## src/rtl/oflow_buffer_fsm_write.sv

```systemverilog
// -----------------------------------------------------------------------------
// oflow_buffer_fsm_write
//
// Buffer-side receiver for the core write handshake. A one-cycle
// ready_from_core pulse presents up to four bbox records on a four-lane bus;
// the block stores them into frame memory as one or two rows of two records
// and pulses done_write_buffer on the last row of the beat. A running row
// pointer and a saturating per-frame bbox count are maintained; start_frame
// clears both and aborts any beat in flight.
//
// Optional feature macro: OFLOW_BUF_WR_OVERFLOW_CHECK_EN
//   defined   : overflow_err is a sticky flag (cleared by start_frame/reset),
//               set by a ready_from_core pulse while busy or by a write
//               attempted after the pointer has wrapped within the frame;
//               such post-wrap writes are suppressed (mem_we=0).
//   undefined : overflow_err is 0, wrapping writes overwrite old rows.
//
// Ports:
//   clk                clock
//   reset_N            asynchronous active-low reset
//   start_frame        new-frame pulse, clears pointer and count
//   ready_from_core    lanes valid this cycle
//   remainder          0 -> 4 valid lanes, 1..3 -> lanes 0..remainder-1
//   bbox_data_in       lane k at [(k+1)*WORD_W-1 : k*WORD_W]
//   mem_we/addr/wdata  frame-memory row write, wdata = {upper, lower}
//   mem_be             word enables, bit0 lower, bit1 upper
//   done_write_buffer  pulse on the last write of a beat
//   frame_bbox_count   bboxes written since start_frame (saturating)
//   busy               high whenever a row write is in progress
//   overflow_err       sticky overflow flag (see macro above)
// All outputs are registered and equal the decode of the current state.
// -----------------------------------------------------------------------------
module oflow_buffer_fsm_write #(
    parameter int WORD_W = 64,
    parameter int ADDR_W = 10,
    parameter int CNT_W  = 12
) (
    input  logic                  clk,
    input  logic                  reset_N,
    input  logic                  start_frame,
    input  logic                  ready_from_core,
    input  logic [1:0]            remainder,
    input  logic [4*WORD_W-1:0]   bbox_data_in,
    output logic                  mem_we,
    output logic [ADDR_W-1:0]     mem_addr,
    output logic [2*WORD_W-1:0]   mem_wdata,
    output logic [1:0]            mem_be,
    output logic                  done_write_buffer,
    output logic [CNT_W-1:0]      frame_bbox_count,
    output logic                  busy,
    output logic                  overflow_err
);

    typedef enum logic [1:0] {
        ST_IDLE    = 2'd0,
        ST_WR_ROW0 = 2'd1,
        ST_WR_ROW1 = 2'd2
    } state_t;

    // Number of valid lanes carried by a beat.
    function automatic logic [2:0] lane_count(input logic [1:0] rem);
        lane_count = (rem == 2'd0) ? 3'd4 : {1'b0, rem};
    endfunction

    // Saturating add of a beat's lane count onto the frame counter.
    function automatic logic [CNT_W-1:0] sat_add(input logic [CNT_W-1:0] a,
                                                 input logic [2:0]       b);
        logic [CNT_W:0] s;
        s = {1'b0, a} + {{(CNT_W-2){1'b0}}, b};
        if (s[CNT_W]) begin
            sat_add = {CNT_W{1'b1}};
        end else begin
            sat_add = s[CNT_W-1:0];
        end
    endfunction

    state_t                r_state, w_state_nxt;
    logic [ADDR_W-1:0]     r_ptr, w_ptr_nxt, w_ptr_inc;
    logic [2*WORD_W-1:0]   r_cap_hi, w_cap_hi_nxt;   // lanes 3..2 of the beat
    logic [2:0]            r_valid, w_valid_nxt, w_lanes;
    logic [CNT_W-1:0]      r_count, w_count_nxt;
    logic                  r_we, w_we_nxt;
    logic [ADDR_W-1:0]     r_addr, w_addr_nxt;
    logic [2*WORD_W-1:0]   r_wdata, w_wdata_nxt;
    logic [1:0]            r_be, w_be_nxt;
    logic                  r_done, w_done_nxt;
    logic                  r_busy;

`ifdef OFLOW_BUF_WR_OVERFLOW_CHECK_EN
    logic                  r_wrapped, w_wrapped_nxt;  // ptr wrapped this frame
    logic                  r_err, w_err_nxt;
    logic                  w_at_top;
    assign w_at_top = (r_ptr == {ADDR_W{1'b1}});
`endif

    assign w_ptr_inc = r_ptr + {{(ADDR_W-1){1'b0}}, 1'b1};

    // Next-state, next-pointer and next-output decode.
    always_comb begin
        w_state_nxt  = r_state;
        w_ptr_nxt    = r_ptr;
        w_cap_hi_nxt = r_cap_hi;
        w_valid_nxt  = r_valid;
        w_count_nxt  = r_count;
        w_we_nxt     = 1'b0;
        w_addr_nxt   = '0;
        w_wdata_nxt  = '0;
        w_be_nxt     = 2'b00;
        w_done_nxt   = 1'b0;
        w_lanes      = lane_count(remainder);
`ifdef OFLOW_BUF_WR_OVERFLOW_CHECK_EN
        w_wrapped_nxt = r_wrapped;
        w_err_nxt     = r_err;
`endif
        if (start_frame) begin
            // New frame wins over everything, including a same-cycle pulse.
            w_state_nxt = ST_IDLE;
            w_ptr_nxt   = '0;
            w_count_nxt = '0;
`ifdef OFLOW_BUF_WR_OVERFLOW_CHECK_EN
            w_wrapped_nxt = 1'b0;
            w_err_nxt     = 1'b0;
`endif
        end else begin
            case (r_state)
                ST_IDLE: begin
                    if (ready_from_core) begin
                        w_cap_hi_nxt = bbox_data_in[4*WORD_W-1:2*WORD_W];
                        w_valid_nxt  = w_lanes;
                        w_state_nxt  = ST_WR_ROW0;
                        // Row 0 is issued straight from the bus.
`ifdef OFLOW_BUF_WR_OVERFLOW_CHECK_EN
                        w_we_nxt     = ~r_wrapped;
`else
                        w_we_nxt     = 1'b1;
`endif
                        w_addr_nxt   = r_ptr;
                        w_wdata_nxt  = bbox_data_in[2*WORD_W-1:0];
                        w_be_nxt     = (w_lanes == 3'd1) ? 2'b01 : 2'b11;
                        w_done_nxt   = (w_lanes <= 3'd2);
                    end else begin
                        w_state_nxt  = ST_IDLE;
                    end
                end
                ST_WR_ROW0: begin
                    w_ptr_nxt = w_ptr_inc;
`ifdef OFLOW_BUF_WR_OVERFLOW_CHECK_EN
                    if (w_at_top) begin
                        w_wrapped_nxt = 1'b1;
                    end else begin
                        w_wrapped_nxt = r_wrapped;
                    end
                    if (r_wrapped || ready_from_core) begin
                        w_err_nxt = 1'b1;
                    end else begin
                        w_err_nxt = r_err;
                    end
`endif
                    if (r_valid <= 3'd2) begin
                        w_state_nxt = ST_IDLE;
                        w_count_nxt = sat_add(r_count, r_valid);
                    end else begin
                        w_state_nxt = ST_WR_ROW1;
`ifdef OFLOW_BUF_WR_OVERFLOW_CHECK_EN
                        w_we_nxt    = ~(r_wrapped | w_at_top);
`else
                        w_we_nxt    = 1'b1;
`endif
                        w_addr_nxt  = w_ptr_inc;
                        w_wdata_nxt = r_cap_hi;
                        w_be_nxt    = (r_valid == 3'd3) ? 2'b01 : 2'b11;
                        w_done_nxt  = 1'b1;
                    end
                end
                ST_WR_ROW1: begin
                    w_ptr_nxt   = w_ptr_inc;
                    w_state_nxt = ST_IDLE;
                    w_count_nxt = sat_add(r_count, r_valid);
`ifdef OFLOW_BUF_WR_OVERFLOW_CHECK_EN
                    if (w_at_top) begin
                        w_wrapped_nxt = 1'b1;
                    end else begin
                        w_wrapped_nxt = r_wrapped;
                    end
                    if (r_wrapped || ready_from_core) begin
                        w_err_nxt = 1'b1;
                    end else begin
                        w_err_nxt = r_err;
                    end
`endif
                end
                default: begin
                    w_state_nxt = ST_IDLE;
                end
            endcase
        end
    end

    // State, pointer, capture and registered output update.
    always_ff @(posedge clk or negedge reset_N) begin
        if (!reset_N) begin
            r_state  <= ST_IDLE;
            r_ptr    <= '0;
            r_cap_hi <= '0;
            r_valid  <= 3'd0;
            r_count  <= '0;
            r_we     <= 1'b0;
            r_addr   <= '0;
            r_wdata  <= '0;
            r_be     <= 2'b00;
            r_done   <= 1'b0;
            r_busy   <= 1'b0;
        end else begin
            r_state  <= w_state_nxt;
            r_ptr    <= w_ptr_nxt;
            r_cap_hi <= w_cap_hi_nxt;
            r_valid  <= w_valid_nxt;
            r_count  <= w_count_nxt;
            r_we     <= w_we_nxt;
            r_addr   <= w_addr_nxt;
            r_wdata  <= w_wdata_nxt;
            r_be     <= w_be_nxt;
            r_done   <= w_done_nxt;
            r_busy   <= (w_state_nxt != ST_IDLE);
        end
    end

`ifdef OFLOW_BUF_WR_OVERFLOW_CHECK_EN
    // Overflow tracking state.
    always_ff @(posedge clk or negedge reset_N) begin
        if (!reset_N) begin
            r_wrapped <= 1'b0;
            r_err     <= 1'b0;
        end else begin
            r_wrapped <= w_wrapped_nxt;
            r_err     <= w_err_nxt;
        end
    end
    assign overflow_err = r_err;
`else
    assign overflow_err = 1'b0;
`endif

    assign mem_we            = r_we;
    assign mem_addr          = r_addr;
    assign mem_wdata         = r_wdata;
    assign mem_be            = r_be;
    assign done_write_buffer = r_done;
    assign frame_bbox_count  = r_count;
    assign busy              = r_busy;

endmodule

```

## config.mk

```make
export PLATFORM = sky130hd
export DESIGN_NAME = oflow_buffer_fsm_write
export DESIGN_NICKNAME = d
export VERILOG_FILES = /design/src/rtl/oflow_buffer_fsm_write.sv
export SDC_FILE = /design/constraint.sdc
export NUM_CORES = 1
export LEC_CHECK = 0
export CAP_MARGIN = 10
export CORE_MARGIN = 8
export CORE_UTILIZATION = 49
export DETAILED_ROUTE_END_ITERATION = 16
export PLACE_DENSITY = 0.91
export SLEW_MARGIN = 20
export SYNTH_ARGS = -nofsm -noshare
export SYNTH_HDL_FRONTEND = slang
export SYNTH_SLANG_ARGS = --single-unit
```

## constraint.sdc

```tcl
create_clock -name clk -period 6.34 [get_ports clk]
set_clock_uncertainty 0.2 [all_clocks]
set_input_delay 0.951 -clock clk [delete_from_list [all_inputs] [get_ports clk]]
set_output_delay 0.951 -clock clk [all_outputs]
set_load 0.005 [all_outputs]
```

# Yosys cells after proc, flatten, opt, wreduce, memory -nomap -nowiden
# Index checks and enable logic that the tools add are counted.
# op_classes
addsub	2
magnitude_cmp	2
n_eq_ne	5
mux	32
n_bitwise	1
n_reduce_logical	8
# op_table
op	n
two-way mux 128 bit	3
one-hot mux 128 bit (2 select lines)	1
two-way mux 10 bit	5
two-way mux 12 bit	3
one-hot mux 12 bit (2 select lines)	1
one-hot mux 10 bit (2 select lines)	1
two-way mux 2 bit	7
adder 12 x 3 -> 13 bit	1
adder 10 x 1 -> 10 bit, second input constant	1
one-hot mux 2 bit (2 select lines)	2
<= comparator 3 x 2 -> 1 bit, second input constant	2
two-way mux 1 bit	6
zero test 2 bit	2
one-hot mux 1 bit (2 select lines)	2
nonzero test 2 bit	2
== test 3 x 1 -> 1 bit, second input constant	1
== test 3 x 2 -> 1 bit, second input constant	1
two-way mux 3 bit	1
!= test 3 bit, second input constant	1
AND reduction 3 bit	1
nonzero test 3 bit	1
== test 2 x 1 -> 1 bit, second input constant	1
== test 2 bit, second input constant	1
AND reduction 2 bit	1
2 further kinds	2
# totals
reg_bits	298
input_bits	262
out_inout_bits	156

# Depth between registers and ports, before layout
# Gate-level depths: netlist of run 1.
# logic_depth
word_depth	7
ltp_mapped	11
ltp_nobuf	7

# Worst setup path after synthesis of run 1
# Ideal clock, no wire load.
# synth_path
kind	in2reg
start	input ready_from_core
end	register r_cap_hi[28]
setup_time_ns	0.065
t_arrival_ns	2.100
t_required_ns	6.075
path_slack_ns	3.975
cell_stages	9
path_buffers	4
path_cell_list	and2_1 -> clkbuf_1 -> nand2b_1 -> buf_2 -> inv_1 -> buf_2 -> clkbuf_1 -> nand2_1 -> nand2_1
# synth_between
elab_chain_cells	1
# synth_lines
element	line_no	rtl
start, declared	41	input logic ready_from_core,
AND reduction 3 bit (no source line)	--	
end signal, assigned	216	r_cap_hi <= w_cap_hi_nxt;
end, declared	79	logic [2*WORD_W-1:0] r_cap_hi, w_cap_hi_nxt;
# Every way passes these cells.
# A chain may end at the register's enable or synchronous reset.

# Worst setup path in the final report of run 1
# layout_path
start	input ready_from_core
end	register r_cap_hi[94]
# Same word-level chain as after synthesis.

==> results of run 1 <==
==> cell families after synthesis <==
logic type	count (synthesis)
DFF	297
muxes	2
xor gates and xnor gates	9
AOI/OAI and AO/OA	178
and+or+nand+nor	600
buffers and inverters	92
adders and majority gates	10
other	1
==> worst max-delay path: stages <==
cell	delay, ns
sky130_fd_sc_hd__clkdlybuf4s50_1	0.48
sky130_fd_sc_hd__and2_4	0.59
sky130_fd_sc_hd__nand2b_4	0.51
sky130_fd_sc_hd__inv_6	0.75
sky130_fd_sc_hd__buf_4	0.42
sky130_fd_sc_hd__nand2_1	0.11
sky130_fd_sc_hd__nand2_1	0.07
==> worst max-delay path by stage <==
stage | startpoint | to
6_report | ready_from_core | r_cap_hi[94]
3_5_place_dp | ready_from_core | r_cap_hi[100]
4_1_cts | ready_from_core | r_cap_hi[97]
2_1_floorplan | ready_from_core | r_cap_hi[28]
5_1_grt | ready_from_core | r_cap_hi[100]
3_3_place_gp | ready_from_core | r_cap_hi[102]
==> Yosys cell counts (3+ instances only) <==
cell type	instances	area share
sky130_fd_sc_hd__a211oi_1	3	0.0019
sky130_fd_sc_hd__nand2b_1	3	0.0016
sky130_fd_sc_hd__inv_1	6	0.0019
sky130_fd_sc_hd__xnor2_1	4	0.0030
sky130_fd_sc_hd__o31ai_1	5	0.0032
sky130_fd_sc_hd__nor3_1	9	0.0038
sky130_fd_sc_hd__a22oi_1	129	0.083
sky130_fd_sc_hd__clkbuf_1	69	0.022
sky130_fd_sc_hd__buf_2	11	0.0047
sky130_fd_sc_hd__o21ai_0	5	0.0021
sky130_fd_sc_hd__a41oi_1	6	0.0045
sky130_fd_sc_hd__a21oi_1	11	0.0047
sky130_fd_sc_hd__xor2_1	5	0.0037
sky130_fd_sc_hd__nor2b_1	3	0.0016
sky130_fd_sc_hd__dfrtp_1	297	0.63
sky130_fd_sc_hd__nand2_1	407	0.13
sky130_fd_sc_hd__buf_1	4	0.0013
sky130_fd_sc_hd__a31oi_1	5	0.0027
sky130_fd_sc_hd__a311oi_1	8	0.0060
sky130_fd_sc_hd__ha_1	9	0.0096
sky130_fd_sc_hd__nor2_1	152	0.049
sky130_fd_sc_hd__and2_1	4	0.0021
sky130_fd_sc_hd__nand3_1	6	0.0026
==> stage by stage <==
step	hold slack (ns)	power [mW]	setup WS, ns	util
floorplan	0.2461	2.480	3.975	-
global placement	0.2576	2.865	1.948	0.6836
detailed placement	0.2627	2.901	1.888	0.6836
CTS	0.2781	4.765	2.434	0.7281
global route	0.2959	4.921	2.407	0.7286
finish	0.2276	4.736	2.554	0.7286
==> sequential cells by signal, indices dropped and copies added (netlist names) <==
name	cells
r_cap_hi	128
busy	1
r_state	2
frame_bbox_count	12
r_valid	3
mem_addr	10
mem_be	2
done_write_buffer	1
mem_wdata	128
r_ptr	10
==> cell type report <==
type,instances,area (um2)
Antenna cell,3,7.507
Clock buffer,48,929.6
Clock inverter,8,115.1
Fill cell,1539,6371
Inverter,6,27.53
Multi-Input combinational cell,800,3931
Sequential cell,297,7432
Tap cell,319,399.1
Timing Repair Buffer,428,4259
==> metal layers <==
layer,vias up,share of wire,track usage
met5,-,0.00067,0
met4,4,0.051,0.1335
met3,126,0.092,0.07098
met2,572,0.50,0.4571
met1,5190,0.36,0.3026
li1,4679,-,-
==> power breakdown <==
group / internal, mW / total (mW) / leakage [nW] / switching, mW
registers: 2.08 / 2.20 / 3.89 / 0.115
clock network: 1.12 / 1.85 / 0.518 / 0.729
logic: 0.344 / 0.691 / 3.56 / 0.348
==> metrics.txt, run 1 <==
# TYPE chip_impl_metric gauge
chip_impl_metric{name="grt.total_usage",unit=""} 0.2658
chip_impl_metric{name="reg2regPathDepth",unit=""} 8
chip_impl_info{name="grt_setup_unrepaired",value="false"} 1
chip_impl_info{name="final_cell_mix",value="sky130_fd_sc_hd__clkdlybuf4s50_1, sky130_fd_sc_hd__nand2_1, sky130_fd_sc_hd__dfrtp_1"} 1
chip_impl_metric{name="postSynthAreaPerCell",unit="um2"} 9.849
chip_impl_metric{name="r2r_setup_slack",unit="ns"} 2.73
chip_impl_metric{name="place.port_buffers",unit=""} 416
chip_impl_metric{name="yosys-mux-area-fraction",unit=""} 0.001710
chip_impl_metric{name="worstMarginPinSlew",unit="ns"} 1.015
chip_impl_metric{name="num_rows",unit=""} 56
chip_impl_info{name="timing.rr.start",value="r_state[0]"} 1
chip_impl_metric{name="leakage",unit="nW"} 7.972
chip_impl_metric{name="cts_hold_repair.buffers",unit=""} 0
chip_impl_metric{name="synth-edff-count",unit=""} 0
chip_impl_metric{name="worstPathArrival",unit="ns"} 4.07
chip_impl_metric{name="synth.cell_area",unit="um2"} 11710
chip_impl_metric{name="ys_types",unit=""} 43
chip_impl_info{name="critical_path.reg2reg.endpoint",value="r_cap_hi[94]"} 1
chip_impl_metric{name="final_cell_area",unit="um2"} 17100
chip_impl_metric{name="cts_buffers",unit=""} 31
chip_impl_info{name="tritoncts",value="built"} 1
chip_impl_metric{name="synth_compound_gate_area_share",unit=""} 0.1125
chip_impl_metric{name="globalRouteOverflowTotal",unit=""} 0
chip_impl_metric{name="timing.fmax",unit="GHz"} 0.2641
chip_impl_info{name="result_of_the_run",value="complete, no violations"} 1
chip_impl_metric{name="post_cts_sizing",unit=""} 0
chip_impl_metric{name="post_synth_xor_area_fraction",unit=""} 0.006731
chip_impl_metric{name="post_cts_buffers",unit=""} 0
chip_impl_metric{name="postSynthNetCount",unit=""} 1461
chip_impl_metric{name="avgRoutedWirePerCell",unit="um"} 21.09
chip_impl_metric{name="peakVddDrop",unit="mV"} 0.1893
chip_impl_metric{name="placedInstanceArea",unit="um2"} 16050
chip_impl_metric{name="drt-pass1-iter-count",unit=""} 7
chip_impl_info{name="worst_setup_path_start_kind",value="primary input"} 1
chip_impl_metric{name="globalplace.congestion",unit=""} 0.8703
chip_impl_metric{name="num_vias",unit=""} 10571
chip_impl_info{name="root_buffer",value="sky130_fd_sc_hd__clkbuf_16"} 1
chip_impl_metric{name="grt_max_degree",unit=""} 115
chip_impl_metric{name="maximum_clock_insertion_buffer_count",unit=""} 3
chip_impl_info{name="end_kind",value="flop"} 1
chip_impl_metric{name="synth_async_sr_flop_share",unit=""} 1.000
chip_impl_metric{name="final_hpwl_from_detailed_placement",unit="mm"} 26.89
chip_impl_metric{name="clock_tree.htree_level_count",unit=""} 1
chip_impl_metric{name="floorplan.die.width",unit="um"} 170.6
chip_impl_metric{name="min_period",unit="ns"} 3.786
chip_impl_metric{name="placed_cell_count",unit=""} 1850
chip_impl_metric{name="grt_pass1_vias",unit=""} 10879
chip_impl_metric{name="yosys.area_share.adder",unit=""} 0.01133
chip_impl_metric{name="clk-insertion-delay-late",unit="ns"} 0.54
chip_impl_metric{name="pin_count",unit=""} 418
chip_impl_metric{name="final.setup.tns",unit="ns"} 0
chip_impl_metric{name="maxSlewViolCount",unit=""} 0
chip_impl_metric{name="syn_inst",unit=""} 1189
chip_impl_metric{name="grt_antenna_before_repair",unit=""} 5
chip_impl_metric{name="number_of_warnings_reported_in_the_yosys_synthesis_log",unit=""} 0
chip_impl_metric{name="first_pass_grt_wire_length",unit="mm"} 60.64
chip_impl_metric{name="synth.ff_latch_count",unit=""} 297
chip_impl_metric{name="worst-endpoint-required",unit="ns"} 6.62
chip_impl_info{name="min-delay-path-class",value="primary input to asynchronous set/reset pin"} 1
chip_impl_metric{name="drt-initial-drc-count",unit=""} 1158
chip_impl_metric{name="clk_pin_slew_worst_paths",unit="ns"} 0.06
chip_impl_info{name="synth_flop_cell",value="sky130_fd_sc_hd__dfrtp_1"} 1
chip_impl_info{name="main_combinational_cell_family_by_area_after_synthesis",value="simple AND/OR/NAND/NOR gates"} 1
chip_impl_metric{name="design.final.nets",unit=""} 1836
chip_impl_metric{name="core_region_area",unit="um2"} 23470
chip_impl_metric{name="synthSimpleGateAreaFrac",unit=""} 0.2014
chip_impl_metric{name="maximum_fanout_count_along_the_critical_path",unit=""} 106
chip_impl_metric{name="synth_seq_area_share",unit=""} 0.6347
chip_impl_metric{name="final_antenna_net_count",unit=""} 0
chip_impl_metric{name="max_slew_headroom",unit=""} 0.3220
chip_impl_metric{name="drt-total-wl",unit="mm"} 40.27
chip_impl_metric{name="report.final.hold_viol_count",unit=""} 0
chip_impl_metric{name="drive_gt1_frac",unit=""} 0.04474
chip_impl_metric{name="setup_viol",unit=""} 0
chip_impl_metric{name="post-route-drc-count",unit=""} 0
chip_impl_metric{name="max_cap_viol_count",unit=""} 0
chip_impl_metric{name="final_min_period_over_clock_period",unit=""} 0.5972
chip_impl_info{name="layout.cells.most_common",value="sky130_fd_sc_hd__clkdlybuf4s50_1"} 1
chip_impl_metric{name="numClockSinks",unit=""} 297
chip_impl_metric{name="p_per_area",unit="nW/um2"} 276.9
chip_impl_metric{name="detail_route.vias_per_cell",unit=""} 5.537
chip_impl_metric{name="die_area",unit="um2"} 29100
chip_impl_info{name="setup.worst_path.class",value="primary input to flop"} 1
chip_impl_metric{name="floorplan.initialDensity",unit=""} 0.4989
chip_impl_metric{name="syn_to_final_growth",unit="%"} 46.04
chip_impl_metric{name="die_h",unit="um"} 170.6
chip_impl_metric{name="final_cell_count_no_fill",unit=""} 1909
Power figures use the tool's default switching activity.
==> run 2, diff against run 1 <==
--- a/config.mk
+++ b/config.mk
@@ -7,9 +7,9 @@
 export LEC_CHECK = 0
 export CAP_MARGIN = 10
 export CORE_MARGIN = 8
-export CORE_UTILIZATION = 49
+export CORE_UTILIZATION = 45
 export DETAILED_ROUTE_END_ITERATION = 16
-export PLACE_DENSITY = 0.91
+export PLACE_DENSITY = 0.85
 export SLEW_MARGIN = 20
 export SYNTH_ARGS = -nofsm -noshare
 export SYNTH_HDL_FRONTEND = slang
==> constraint.sdc (replaced) <==
create_clock -name clk -period 3.5 [get_ports clk]
set_clock_uncertainty 0.2 [all_clocks]
set_input_delay 0.525 -clock clk [delete_from_list [all_inputs] [get_ports clk]]
set_output_delay 0.525 -clock clk [all_outputs]
set_load 0.005 [all_outputs]
==> metrics.txt, run 2 (synthesis results as in run 1) <==
# TYPE chip_impl_metric gauge
chip_impl_metric{name="detail_route.vias_per_cell",unit=""} 5.396
chip_impl_metric{name="final_hpwl_from_detailed_placement",unit="mm"} 26.35
chip_impl_metric{name="n_antenna_cell",unit=""} 0
chip_impl_metric{name="globalRouteOverflowTotal",unit=""} 0
chip_impl_metric{name="avgRoutedWirePerCell",unit="um"} 20.14
chip_impl_info{name="worst_hold_startpoint",value="r_cap_hi[0]"} 1
chip_impl_metric{name="syn_to_final_growth",unit="%"} 47.68
chip_impl_metric{name="pin_count",unit=""} 418
chip_impl_metric{name="design.final.nets",unit=""} 1842
chip_impl_metric{name="min_period",unit="ns"} 2.494
chip_impl_metric{name="clk-insertion-delay-late",unit="ns"} 0.56
chip_impl_metric{name="floorplan.initialDensity",unit=""} 0.4532
chip_impl_metric{name="final_antenna_net_count",unit=""} 0
chip_impl_metric{name="num_vias",unit=""} 10415
chip_impl_metric{name="worstPathArrival",unit="ns"} 2.72
chip_impl_metric{name="final_min_period_over_clock_period",unit=""} 0.7127
chip_impl_info{name="setup.worst_path.class",value="flop to flop"} 1
chip_impl_info{name="critical_path.reg2reg.endpoint",value="frame_bbox_count[7]"} 1
chip_impl_metric{name="p_per_area",unit="nW/um2"} 500.8
chip_impl_metric{name="final_core_utilization",unit=""} 0.6693
chip_impl_info{name="end_kind",value="flop"} 1
chip_impl_info{name="timing.rr.start",value="frame_bbox_count[0]"} 1
chip_impl_metric{name="p_switching",unit="mW"} 2.199
chip_impl_metric{name="first_pass_grt_wire_length",unit="mm"} 59.84
chip_impl_metric{name="core_region_area",unit="um2"} 25840
chip_impl_metric{name="grt_antenna_before_repair",unit=""} 0
chip_impl_metric{name="floorplan.die.width",unit="um"} 177.3
chip_impl_metric{name="net_sw_frac",unit=""} 0.2539
chip_impl_metric{name="globalplace.congestion",unit=""} 0.8589
chip_impl_metric{name="grt.total_usage",unit=""} 0.2392
chip_impl_metric{name="worstMarginPinSlew",unit="ns"} 0.6900
chip_impl_metric{name="max_slew_headroom",unit=""} 0.5400
chip_impl_metric{name="drt-total-wl",unit="mm"} 38.86
chip_impl_metric{name="post_cts_buffers",unit=""} 0
chip_impl_metric{name="drt-pass1-iter-count",unit=""} 5
chip_impl_metric{name="timing.fmax",unit="GHz"} 0.4009
chip_impl_metric{name="intPower",unit="mW"} 6.462
chip_impl_info{name="layout.cells.most_common",value="sky130_fd_sc_hd__clkdlybuf4s50_1"} 1
chip_impl_metric{name="die_h",unit="um"} 177.3
chip_impl_metric{name="report.final.hold_viol_count",unit=""} 0
chip_impl_metric{name="post-route-drc-count",unit=""} 0
chip_impl_metric{name="min_delay_path_depth",unit=""} 2
chip_impl_metric{name="grt_pass1_vias",unit=""} 10858
chip_impl_metric{name="max_cap_viol_count",unit=""} 0
chip_impl_info{name="result_of_the_run",value="complete, no violations"} 1
chip_impl_metric{name="die_area",unit="um2"} 31440
chip_impl_metric{name="num_rows",unit=""} 59
chip_impl_metric{name="reg2regPathDepth",unit=""} 6
chip_impl_metric{name="place.port_buffers",unit=""} 416
chip_impl_metric{name="clk_pin_slew_worst_paths",unit="ns"} 0.06
chip_impl_metric{name="place_worst_setup_slack",unit="ns"} 0.6913
chip_impl_info{name="final_cell_mix",value="sky130_fd_sc_hd__clkdlybuf4s50_1, sky130_fd_sc_hd__nand2_1, sky130_fd_sc_hd__dfrtp_1"} 1
chip_impl_metric{name="drive_gt1_frac",unit=""} 0.05141
chip_impl_metric{name="r2r_setup_slack",unit="ns"} 1.01
chip_impl_metric{name="grt_max_degree",unit=""} 136
chip_impl_metric{name="clkPwrFrac",unit=""} 0.397
chip_impl_info{name="root_buffer",value="sky130_fd_sc_hd__clkbuf_16"} 1
chip_impl_metric{name="setup_viol",unit=""} 0
chip_impl_info{name="grt_setup_unrepaired",value="false"} 1
chip_impl_metric{name="numClockSinks",unit=""} 297
chip_impl_metric{name="seqPwrFrac",unit=""} 0.458
chip_impl_info{name="worst_setup_path_start_kind",value="flop"} 1
chip_impl_metric{name="drt-initial-drc-count",unit=""} 1014
chip_impl_metric{name="worst-endpoint-required",unit="ns"} 3.72
chip_impl_info{name="tritoncts",value="built"} 1
chip_impl_metric{name="maxSlewViolCount",unit=""} 0
chip_impl_metric{name="final_critical_path_setup_slack",unit="ns"} 1.006
chip_impl_metric{name="cts_buffers",unit=""} 31
chip_impl_metric{name="leakage",unit="nW"} 8.050
chip_impl_metric{name="final.setup.tns",unit="ns"} 0
chip_impl_info{name="min-delay-path-class",value="flop to flop"} 1
chip_impl_metric{name="clock_tree.htree_level_count",unit=""} 1
chip_impl_metric{name="peakVddDrop",unit="mV"} 0.4068
chip_impl_metric{name="p_comb_frac",unit=""} 0.145
chip_impl_info{name="hold_end",value="r_cap_hi[0]"} 1
chip_impl_metric{name="maximum_fanout_count_along_the_critical_path",unit=""} 6
chip_impl_metric{name="maximum_clock_insertion_buffer_count",unit=""} 3
## run 2: cell count changes in the layout (fill, tap and decap cells not counted), moves of 3 or more
cell                       previous run  this run
sky130_fd_sc_hd__buf_12               0         8
sky130_fd_sc_hd__clkbuf_1             8         4
sky130_fd_sc_hd__buf_4               12         9
sky130_fd_sc_hd__clkbuf_8             9         6
sky130_fd_sc_hd__diode_2              3         0
## run 2: timing repair
| action | 4_1_cts | 5_1_grt |
|---|---|---|
| gates resized for setup | 0 | 0 |
| endpoints found under the hold margin | 75 | 0 |
| hold buffers | 1 | 0 |
## run 2: power groups by stage
stage	Combinational (mW)	Clock (mW)	Sequential, mW
floorplan	0.521	0	3.97
global placement	1.21	0	4.00
detailed placement	1.25	0	4.02
CTS	1.27	3.49	3.96
global route	1.39	3.62	4.00
finish	1.26	3.44	3.97
## run 2: metrics by stage
stage,hold slack [ns],instances,total power [mW],cell area (um2)
after global routing,0.2864,1930,9.007,17290
final,0.2744,1930,8.660,17290
after detailed placement,0.2629,1871,5.267,16200
after CTS,0.2687,1930,8.721,17290
after floorplan,0.02941,1189,4.492,11710
after global placement,0.2572,1871,5.208,16200
## run 2: worst max-delay path, stage by stage, from the launching register on
cell and delay [ns]:
sky130_fd_sc_hd__dfrtp_1 0.41, sky130_fd_sc_hd__ha_1 0.24, sky130_fd_sc_hd__fa_1 0.43, sky130_fd_sc_hd__a21oi_1 0.39, sky130_fd_sc_hd__nor4_2 0.18, sky130_fd_sc_hd__nor3_1 0.36
sky130_fd_sc_hd__a311oi_1 0.15
## run 2: layer usage
layer | vias up | track usage | part of all wire
met5 | - | 0 | 0
met2 | 546 | 0.3974 | 0.49
met4 | 0 | 0.1237 | 0.060
met3 | 123 | 0.06021 | 0.087
met1 | 5049 | 0.2846 | 0.36
li1 | 4697 | - | -
## run 2: how the worst max path moves through the flow
stage               cells after the start                start  slack (ns)                   to
floorplan                               6  frame_bbox_count[0]        1.38  frame_bbox_count[7]
global placement                        4          start_frame        0.75         mem_wdata[8]
detailed placement                      4          start_frame        0.69       mem_wdata[120]
CTS                                     6  frame_bbox_count[0]        1.07  frame_bbox_count[7]
global route                            6  frame_bbox_count[0]        0.87  frame_bbox_count[7]
finish                                  6  frame_bbox_count[0]        1.01  frame_bbox_count[7]
## run 2: cell type report
type | instances | area, um2
Clock buffer | 41 | 873.3
Tap cell | 335 | 419.2
Fill cell | 1914 | 8544
Clock inverter | 17 | 205.2
Sequential cell | 297 | 7432
Inverter | 6 | 25.02
Multi-Input combinational cell | 800 | 3931
Timing Repair Buffer | 434 | 4407
==> run 3, diff against run 2 <==
--- a/config.mk
+++ b/config.mk
@@ -7,9 +7,9 @@
 export LEC_CHECK = 0
 export CAP_MARGIN = 10
 export CORE_MARGIN = 8
-export CORE_UTILIZATION = 45
+export CORE_UTILIZATION = 41
 export DETAILED_ROUTE_END_ITERATION = 16
-export PLACE_DENSITY = 0.85
+export PLACE_DENSITY = 0.82
 export SLEW_MARGIN = 20
 export SYNTH_ARGS = -nofsm -noshare
 export SYNTH_HDL_FRONTEND = slang
==> constraint.sdc (replaced) <==
create_clock -name clk -period 2.1 [get_ports clk]
set_clock_uncertainty 0.2 [all_clocks]
set_input_delay 0.315 -clock clk [delete_from_list [all_inputs] [get_ports clk]]
set_output_delay 0.315 -clock clk [all_outputs]
set_load 0.005 [all_outputs]
==> metrics.txt, run 3 (synthesis results as in run 1) <==
# TYPE chip_impl_metric gauge
chip_impl_info{name="hold_end",value="r_cap_hi[90]"} 1
chip_impl_metric{name="die_area",unit="um2"} 34230
chip_impl_metric{name="globalplace.congestion",unit=""} 0.8699
chip_impl_metric{name="clk_pin_slew_worst_paths",unit="ns"} 0.06
chip_impl_metric{name="final_hpwl_from_detailed_placement",unit="mm"} 27.53
chip_impl_metric{name="clk-insertion-delay-late",unit="ns"} 0.49
chip_impl_metric{name="syn_to_final_growth",unit="%"} 52.25
chip_impl_info{name="tritoncts",value="built"} 1
chip_impl_info{name="final_cell_mix",value="sky130_fd_sc_hd__clkdlybuf4s50_1, sky130_fd_sc_hd__nand2_1, sky130_fd_sc_hd__dfrtp_1"} 1
chip_impl_metric{name="leakage",unit="nW"} 8.307
chip_impl_metric{name="critical_path_buf_inv_count",unit=""} 3
chip_impl_info{name="critical_path.reg2reg.endpoint",value="mem_wdata[93]"} 1
chip_impl_metric{name="p_per_area",unit="nW/um2"} 823.4
chip_impl_metric{name="maximum_clock_insertion_buffer_count",unit=""} 3
chip_impl_metric{name="timing.fmax",unit="GHz"} 0.4928
chip_impl_metric{name="num_rows",unit=""} 62
chip_impl_info{name="setup.worst_path.class",value="flop to flop"} 1
chip_impl_metric{name="avgRoutedWirePerCell",unit="um"} 19.00
chip_impl_info{name="layout.cells.most_common",value="sky130_fd_sc_hd__clkdlybuf4s50_1"} 1
chip_impl_metric{name="grt_antenna_before_repair",unit=""} 1
chip_impl_info{name="grt_setup_unrepaired",value="false"} 1
chip_impl_metric{name="cts_buffers",unit=""} 34
chip_impl_metric{name="post_cts_buffers",unit=""} 0
chip_impl_info{name="result_of_the_run",value="complete, no violations"} 1
chip_impl_metric{name="final_min_period_over_clock_period",unit=""} 0.9663
chip_impl_info{name="min-delay-path-class",value="primary input to flop"} 1
chip_impl_metric{name="globalRouteOverflowTotal",unit=""} 0
chip_impl_info{name="critPathMostFrequentCell",value="sky130_fd_sc_hd__buf_4"} 1
chip_impl_metric{name="core_region_area",unit="um2"} 28390
chip_impl_metric{name="max_stage_delay",unit="ns"} 0.39
chip_impl_metric{name="pin_count",unit=""} 418
chip_impl_metric{name="min_period",unit="ns"} 2.029
chip_impl_metric{name="final_cell_area",unit="um2"} 17830
chip_impl_metric{name="worstMarginPinSlew",unit="ns"} 0.5000
chip_impl_metric{name="setup_viol",unit=""} 0
chip_impl_metric{name="drt-pass1-iter-count",unit=""} 5
chip_impl_info{name="timing.rr.start",value="r_valid[0]"} 1
chip_impl_metric{name="place.port_buffers",unit=""} 416
chip_impl_metric{name="maximum_fanout_count_along_the_critical_path",unit=""} 24
chip_impl_metric{name="finalHoldWorstSlack",unit="ns"} 0.1408
chip_impl_metric{name="max_slew_headroom",unit=""} 0.6666
chip_impl_metric{name="floorplan.initialDensity",unit=""} 0.4124
chip_impl_info{name="critical_path.cell_chain",value="buf_4 -> a21oi_1 -> nor2b_4 -> buf_12 -> buf_4 -> a22oi_1 -> nor2_1"} 1
chip_impl_metric{name="drive_gt1_frac",unit=""} 0.07951
chip_impl_metric{name="drt-initial-drc-count",unit=""} 821
chip_impl_metric{name="final_antenna_net_count",unit=""} 0
chip_impl_metric{name="reg2regPathDepth",unit=""} 7
chip_impl_metric{name="min_delay_path_depth",unit=""} 3
chip_impl_info{name="critPathSlowestCell",value="sky130_fd_sc_hd__dfrtp_1"} 1
chip_impl_metric{name="worst-endpoint-required",unit="ns"} 2.28
chip_impl_metric{name="detail_route.vias_per_cell",unit=""} 5.119
chip_impl_metric{name="grt_max_degree",unit=""} 77
chip_impl_info{name="worst_hold_startpoint",value="bbox_data_in[218]"} 1
chip_impl_info{name="worst_setup_path_start_kind",value="flop"} 1
chip_impl_metric{name="die_h",unit="um"} 185
chip_impl_metric{name="final_core_utilization",unit=""} 0.6279
chip_impl_metric{name="drt-total-wl",unit="mm"} 38.37
chip_impl_metric{name="report.final.hold_viol_count",unit=""} 0
chip_impl_metric{name="first_pass_grt_wire_length",unit="mm"} 59.36
chip_impl_metric{name="r2r_setup_slack",unit="ns"} 0.07
chip_impl_metric{name="maxSlewViolCount",unit=""} 0
chip_impl_metric{name="final.setup.tns",unit="ns"} 0
chip_impl_metric{name="clock_tree.htree_level_count",unit=""} 2
chip_impl_metric{name="n_fill_cell",unit=""} 2230
chip_impl_metric{name="worstPathArrival",unit="ns"} 2.21
chip_impl_info{name="root_buffer",value="sky130_fd_sc_hd__clkbuf_16"} 1
chip_impl_metric{name="num_vias",unit=""} 10340
chip_impl_info{name="cpLargestDelayFamily",value="compound AO/OA/AOI/OAI gates"} 1
chip_impl_metric{name="multi_input_comb_area",unit="um2"} 3970
chip_impl_metric{name="numClockSinks",unit=""} 297
chip_impl_metric{name="peakVddDrop",unit="mV"} 0.6668
chip_impl_info{name="end_kind",value="flop"} 1
chip_impl_metric{name="floorplan.die.width",unit="um"} 185
chip_impl_metric{name="max_cap_viol_count",unit=""} 0
chip_impl_metric{name="design.final.nets",unit=""} 1885
chip_impl_metric{name="post-route-drc-count",unit=""} 0
chip_impl_metric{name="grt_pass1_vias",unit=""} 10778
chip_impl_metric{name="register_area",unit="um2"} 7433
chip_impl_metric{name="placedInstanceArea",unit="um2"} 16660
chip_impl_metric{name="grt.total_usage",unit=""} 0.2188
==> run 3: changes by cell type in the layout (fill, tap and decap cells not counted), sizes merged <==
cell and delta:
buf +40, clkinv -3, clkbuf +6, inv -1, diode +1, bufinv -2
==> run 3: cell type report <==
| type | instances | area share |
|---|---|---|
| Multi-Input combinational cell | 800 | 0.2227 |
| Antenna cell | 1 | 0.0001404 |
| Clock inverter | 11 | 0.006597 |
| Clock buffer | 47 | 0.05614 |
| Tap cell | 384 | 0.02695 |
| Timing Repair Buffer | 474 | 0.2691 |
| Sequential cell | 297 | 0.4169 |
| Inverter | 6 | 0.001404 |
==> run 3: routing by layer <==
layer  global-route usage  wire (um)
met1               0.2589      14190
met5                    0          0
met4              0.08387       1564
met3              0.06179       3333
met2               0.3739      19290
==> run 3: stage by stage <==
step | power, mW | std cells | setup WS (ns)
after global routing | 15.34 | 2020 | 0.004440
after detailed placement | 8.897 | 1960 | -0.04830
after global placement | 8.796 | 1960 | 0.01156
final | 14.68 | 2020 | 0.07078
after floorplan | 7.491 | 1189 | 0.06399
after CTS | 14.79 | 2019 | 0.001801
==> run 3: how the worst max path moves through the flow <==
stage / startpoint / endpoint / slack, ns / cells past startpoint
floorplan: frame_bbox_count[0] / frame_bbox_count[7] / 0.06 / 6
global placement: start_frame / mem_wdata[50] / 0.01 / 4
detailed placement: start_frame / mem_wdata[28] / -0.05 / 4
CTS: frame_bbox_count[0] / frame_bbox_count[7] / 0.002 / 6
global route: frame_bbox_count[1] / frame_bbox_count[1] / 0.004 / 2
finish: r_valid[0] / mem_wdata[93] / 0.07 / 7
==> run 3: what timing repair did <==
item | in CTS | in global routing
endpoints found under the hold margin | 181 | 0
resized for setup | 0 | 9
hold buffers | 1 | 0
setup endpoints to repair | 0 | 75
==> run 3: worst reg2reg max path: stages (launching register included) <==
cell and delay, ns:
sky130_fd_sc_hd__dfrtp_1 0.39, sky130_fd_sc_hd__buf_4 0.14, sky130_fd_sc_hd__a21oi_1 0.35, sky130_fd_sc_hd__nor2b_4 0.14
sky130_fd_sc_hd__buf_12 0.19, sky130_fd_sc_hd__buf_4 0.20, sky130_fd_sc_hd__a22oi_1 0.24, sky130_fd_sc_hd__nor2_1 0.07
==> run 3: power by group <==
group          switching (mW)  total (mW)  internal (mW)
Sequential              0.311        6.59           6.28
Combinational            1.06        2.23           1.17
Clock                    2.28        5.86           3.57
Total                    3.65        14.7           11.0
